==> src/rtl/sisc_fetch.sv <==
// SISC instruction fetch unit: owns PC and IR and reads instruction memory
// over a request/acknowledge handshake on behalf of the control FSM.
module sisc_fetch #(
    parameter int                   ADDR_W = 16,
    parameter int                   DATA_W = 32,
    parameter logic [ADDR_W-1:0]    RST_PC = {ADDR_W{1'b0}}
) (
    input  logic              clk,
    input  logic              rst_f,
    input  logic              fetch_req,
    input  logic              pc_load,
    input  logic              pc_rel,
    input  logic [ADDR_W-1:0] br_addr,
    output logic              imem_rd,
    output logic [ADDR_W-1:0] imem_addr,
    input  logic [DATA_W-1:0] imem_rdata,
    input  logic              imem_ack,
    output logic [DATA_W-1:0] ir,
    output logic [3:0]        opcode,
    output logic [3:0]        mm,
    output logic [ADDR_W-1:0] pc,
    output logic              fetch_done,
    output logic              busy,
    output logic              halted
);

    typedef enum logic [1:0] {
        ST_IDLE = 2'd0,
        ST_REQ  = 2'd1,
        ST_HALT = 2'd2
    } state_t;

    localparam logic [ADDR_W-1:0] PC_ONE  = {{(ADDR_W-1){1'b0}}, 1'b1};
    localparam logic [3:0]        OP_HLT  = 4'hF;

    state_t              state_r,  state_s;
    logic [ADDR_W-1:0]   pc_r,     pc_s;
    logic [DATA_W-1:0]   ir_r,     ir_s;
    logic                rd_r,     rd_s;
    logic                done_r,   done_s;
    logic                busy_r,   busy_s;
    logic                halted_r, halted_s;
    logic                pend_r,   pend_s;
    logic [ADDR_W-1:0]   tgt_r,    tgt_s;
    logic                hold_r,   hold_s;
    logic [ADDR_W-1:0]   br_tgt_s;

    // Branch target: br_addr is already ADDR_W wide, so sign extension is a
    // no-op and a modulo-2^ADDR_W add gives the relative target directly.
    always_comb begin
        if (pc_rel) begin
            br_tgt_s = pc_r + br_addr;
        end else begin
            br_tgt_s = br_addr;
        end
    end

    // Next-state and next-output logic for the fetch sequencer.
    always_comb begin
        state_s  = state_r;
        pc_s     = pc_r;
        ir_s     = ir_r;
        rd_s     = rd_r;
        done_s   = 1'b0;
        busy_s   = busy_r;
        halted_s = halted_r;
        pend_s   = pend_r;
        tgt_s    = tgt_r;
        hold_s   = 1'b0;
        case (state_r)
            ST_IDLE: begin
                if (hold_r) begin
                    // Deferred fetch after a same-cycle redirect; a branch
                    // arriving now is kept pending so imem_addr stays put.
                    state_s = ST_REQ;
                    rd_s    = 1'b1;
                    busy_s  = 1'b1;
                    if (pc_load) begin
                        pend_s = 1'b1;
                        tgt_s  = br_tgt_s;
                    end else begin
                        pend_s = pend_r;
                    end
                end else if (pc_load) begin
                    pc_s = br_tgt_s;
                    if (fetch_req) begin
                        hold_s = 1'b1;
                        busy_s = 1'b1;
                    end else begin
                        hold_s = 1'b0;
                    end
                end else if (fetch_req) begin
                    state_s = ST_REQ;
                    rd_s    = 1'b1;
                    busy_s  = 1'b1;
                end else begin
                    state_s = ST_IDLE;
                end
            end
            ST_REQ: begin
                if (imem_ack) begin
                    ir_s   = imem_rdata;
                    rd_s   = 1'b0;
                    busy_s = 1'b0;
                    done_s = 1'b1;
                    pend_s = 1'b0;
                    if (pc_load) begin
                        pc_s = br_tgt_s;
                    end else if (pend_r) begin
                        pc_s = tgt_r;
                    end else begin
                        pc_s = pc_r + PC_ONE;
                    end
                    if (imem_rdata[31:28] == OP_HLT) begin
                        state_s  = ST_HALT;
                        halted_s = 1'b1;
                    end else begin
                        state_s  = ST_IDLE;
                    end
                end else if (pc_load) begin
                    pend_s = 1'b1;
                    tgt_s  = br_tgt_s;
                end else begin
                    state_s = ST_REQ;
                end
            end
            ST_HALT: begin
                halted_s = 1'b1;
            end
            default: begin
                state_s  = ST_IDLE;
                rd_s     = 1'b0;
                busy_s   = 1'b0;
                halted_s = 1'b0;
                pend_s   = 1'b0;
            end
        endcase
    end

    // State and output registers.
    always_ff @(posedge clk or negedge rst_f) begin
        if (!rst_f) begin
            state_r  <= ST_IDLE;
            pc_r     <= RST_PC;
            ir_r     <= {DATA_W{1'b0}};
            rd_r     <= 1'b0;
            done_r   <= 1'b0;
            busy_r   <= 1'b0;
            halted_r <= 1'b0;
            pend_r   <= 1'b0;
            tgt_r    <= {ADDR_W{1'b0}};
            hold_r   <= 1'b0;
        end else begin
            state_r  <= state_s;
            pc_r     <= pc_s;
            ir_r     <= ir_s;
            rd_r     <= rd_s;
            done_r   <= done_s;
            busy_r   <= busy_s;
            halted_r <= halted_s;
            pend_r   <= pend_s;
            tgt_r    <= tgt_s;
            hold_r   <= hold_s;
        end
    end

    // PC only moves outside REQ or on the ack edge, so the PC register
    // doubles as the stable read address.
    assign imem_rd    = rd_r;
    assign imem_addr  = pc_r;
    assign ir         = ir_r;
    assign opcode     = ir_r[31:28];
    assign mm         = ir_r[27:24];
    assign pc         = pc_r;
    assign fetch_done = done_r;
    assign busy       = busy_r;
    assign halted     = halted_r;

endmodule

==> config.mk <==
export PLATFORM = sky130hd
export DESIGN_NAME = sisc_fetch
export DESIGN_NICKNAME = d
export VERILOG_FILES = /design/src/rtl/sisc_fetch.sv
export SDC_FILE = /design/constraint.sdc
export NUM_CORES = 1
export LEC_CHECK = 0
export BUFFER_PORTS_ARGS = -buffer_cell sky130_fd_sc_hd__buf_2
export CAP_MARGIN = 25
export CORE_MARGIN = 5
export CORE_UTILIZATION = 50
export CTS_CLUSTER_DIAMETER = 100
export DETAILED_ROUTE_END_ITERATION = 6
export PLACE_DENSITY = 0.77
export SLEW_MARGIN = 20
export SYNTH_ARGS = -nofsm -noshare
export SYNTH_HDL_FRONTEND = slang
export SYNTH_SLANG_ARGS = --single-unit
==> constraint.sdc <==
create_clock -name clk -period 7.2 [get_ports clk]
set_clock_uncertainty 0.15 [all_clocks]
set_input_delay 1.08 -clock clk [delete_from_list [all_inputs] [get_ports clk]]
set_output_delay 1.08 -clock clk [all_outputs]
set_load 0.01 [all_outputs]
==> run_results.csv <==
group,metric,value,unit
min_path,holdCritPathClass,"reg -> reg",
final_layout,layout-area-overhead-vs-synth,17.33,%
power_and_ir_drop,finalPower,2.538,mW
final_layout,instances_no_fill,710,
sta,hold_violations,0,
grt,grt.busiest_layer,"met2",
clocking,clk_path_buf_depth,2,
final_layout,nNetsFinal,668,
critical_path,r2r_cells,8,
place,place_area,5145,sq um
yosys,yosys.area.top_type,"dfrtp_1",
critical_path,crit_arrival,3.50,ns
clocking,cts_buffers,9,
sta,hold_ws,0.3252,ns
clocking,cts_setup_buffers,0,
route,drt-initial-drc-count,270,
grt,grt_util_met1,30.14,%
sta,slew_viol_final,0,
route,vias,4149,
sta,finalSetupViolations,0,
yosys,ys_top_cells_by_count,"dfrtp_1 (72), nand2_1 (47), nor2_1 (47), mux2_2 (38), a21oi_1 (36)",
floorplanning,start_util,50.50,%
place,routabilityCongestion,0.9358,
place,io_buffer_count,129,
grt,use_met2,33.11,%
route,firstDrtPassIters,6,
yosys,synth_area_leaders,"dfrtp_1 (39%), mux2_2 (9.3%), ha_1 (5.2%), a21oi_1 (3.9%), buf_4 (3.9%)",
yosys,ys_types,53,
sta,max_freq,296.0,MHz
place,pre_cts_ws,3.479,ns
sta,tns,0,ns
yosys,synth.most_common_cell,"dfrtp_1",
final_layout,fillers,767,
power_and_ir_drop,peakVddDrop,0.2852,mV
clocking,clkLatencyLatePin,0.35,ns
floorplanning,die_w,105.7,um
sta,finalCritPeriodShare,46.93,%
sta,slew_headroom,41.78,%
power_and_ir_drop,leakage,2.480,nW
grt,use_met3,7.226,%
place,placedCellCount,692,
grt,grt_first_pass_wirelength,20000,um
yosys,syn_inst,493,
yosys,synth_edf_count,0,
clocking,root_buffer,"clkbuf_8",
final_layout,layout-drive-gt1-share,33.56,%
route,postRouteAntennaNets,0,
yosys,synth_top_cell_area_share,39.36,%
sta,rsz0062_at_grt,"false",
place,dp_hpwl,8747,um
clocking,cts_resized,0,
critical_path,cp-start-kind,"input pin",
yosys,async_flop_share,100.0,%
floorplanning,die_area,11170,sq um
clocking,htreeDepth,3,
clocking,hold_buffers,0,
floorplanning,die_h,105.7,um
route,via_per_inst,5.844,
grt,grt_pass1_vias,4100,
clocking,clock_sinks,72,
critical_path,path_class,"in -> reg",
yosys,postSynthAreaPerCell,9.286,sq um
floorplanning,io_pins,130,
critical_path,endpoint_kind,"flip-flop",
grt,grt_antenna_before_repair,0,
sta,worstMarginPinSlew,0.8733,ns
flow_run,drv_cap,0,
final_layout,antenna_cells,0,
floorplanning,rows,35,
yosys,netlist_area,4578,sq um
clocking,clkSlewWorstSetupHoldPaths,0.08,ns
floorplanning,core-area,9065,sq um
grt,grt_overflow,0,
yosys,ys_ff_latch,72,
route,remaining_drc_errors,0,
power_and_ir_drop,powerDensity,472.6,nW/um^2
min_path,worstHoldPathCells,2,
grt,grt_usage,22.00,%
yosys,synth_nets,567,
clocking,cts_tree,"done",
route,routed_wl,12180,um
final_layout,final_area,5371,sq um
sta,fin_crit,3.379,ns
yosys,ys_warn_count,0,
run_status,status,"completed",
grt,grt_start_max_net_pins,73,
yosys,synth_ff_type,"dfrtp_1",
final_layout,postLayoutCoreUtil,59.25,%
critical_path,worst-endpoint-required,7.32,ns
yosys,ys_seq_area_share,39.36,%
route,post_drt_wl_per_cell,17.16,um
sta,fin_ws,3.821,ns
critical_path,critPathMaxFanout,4,
-- worst paths after layout --
check                      slack (ns)         start            end
max                              3.82    br_addr[0]  imem_addr[12]
min                              0.33      tgt_r[9]       tgt_r[9]
max reg2reg                      4.11  imem_addr[0]  imem_addr[12]
min reg2reg                      0.33      tgt_r[9]       tgt_r[9]
max in group asynchronous        5.86         rst_f          ir[7]
min in group asynchronous        0.50         rst_f         ir[26]
-- logic make-up after synthesis --
| kind of cell | count (synthesis) | synth area share, % |
|---|---|---|
| adders and majority gates | 20 | 5.630 |
| AOI/OAI and AO/OA | 122 | 17.46 |
| DFF | 72 | 39.36 |
| xor gates and xnor gates | 20 | 3.826 |
| and+or+nand+nor | 155 | 15.80 |
| buffers and inverters | 58 | 6.832 |
| muxes | 46 | 11.10 |
-- cells in the final DEF, fill, tap and decap left out, drive strengths merged, types with 3 or more instances in the layout --
cell / count
buf: 136
dfrtp: 72
nand2: 47
nor2: 47
mux2: 38
a21oi: 36
o21ai: 26
ha: 19
nand3: 17
inv: 16
a31oi: 12
xnor2: 11
nor3: 9
xor2: 9
clkbuf: 9
o211ai: 8
mux2i: 8
a21o: 8
or3: 7
nand2b: 6
a211oi: 6
and3: 4
o31ai: 3
a221oi: 3
nor2b: 3
nand4: 3
nor4: 3
clkinvlp: 3
-- where the power goes --
group | switching [mW] | total (mW) | internal, mW
registers | 0.199 | 0.804 | 0.604
logic | 0.791 | 1.43 | 0.635
clock network | 0.177 | 0.308 | 0.131
-- per-layer routing --
layer	vias to the layer above	part of all wire (%)	wire, um
met5	-	0	0
met4	0	1.4	171
met3	18	11	1394
met2	240	44	5399
met1	1936	43	5217
li1	1955	-	-
-- state kept, by name, summed over array words and instances, names as in the netlist --
signal / count
tgt_r: 16
ir: 32
hold_r: 1
pend_r: 1
busy: 1
imem_addr: 16
halted: 1
imem_rd: 1
fetch_done: 1
state_r: 2
-- critical path, cell delays in order --
cell      delay [ns]
buf_2           0.11
ha_1            0.23
fa_1            0.41
a21o_2          0.25
a311oi_2        0.42
nor3b_2         0.10
o31a_1          0.29
or4_1           0.50
o211ai_1        0.09
-- area by class of cell --
type	count	area [sq um]	share of cell area, %
inverters	12	45.04	0.8386
multi-input cells	363	2476	46.10
well taps	111	138.9	2.586
clock buffers	9	123.9	2.306
repair buffers	136	725.7	13.51
flip-flops and latches	72	1802	33.54
clock inverters	7	60.06	1.118
Note: power is estimated with default switching activity, not from simulation.
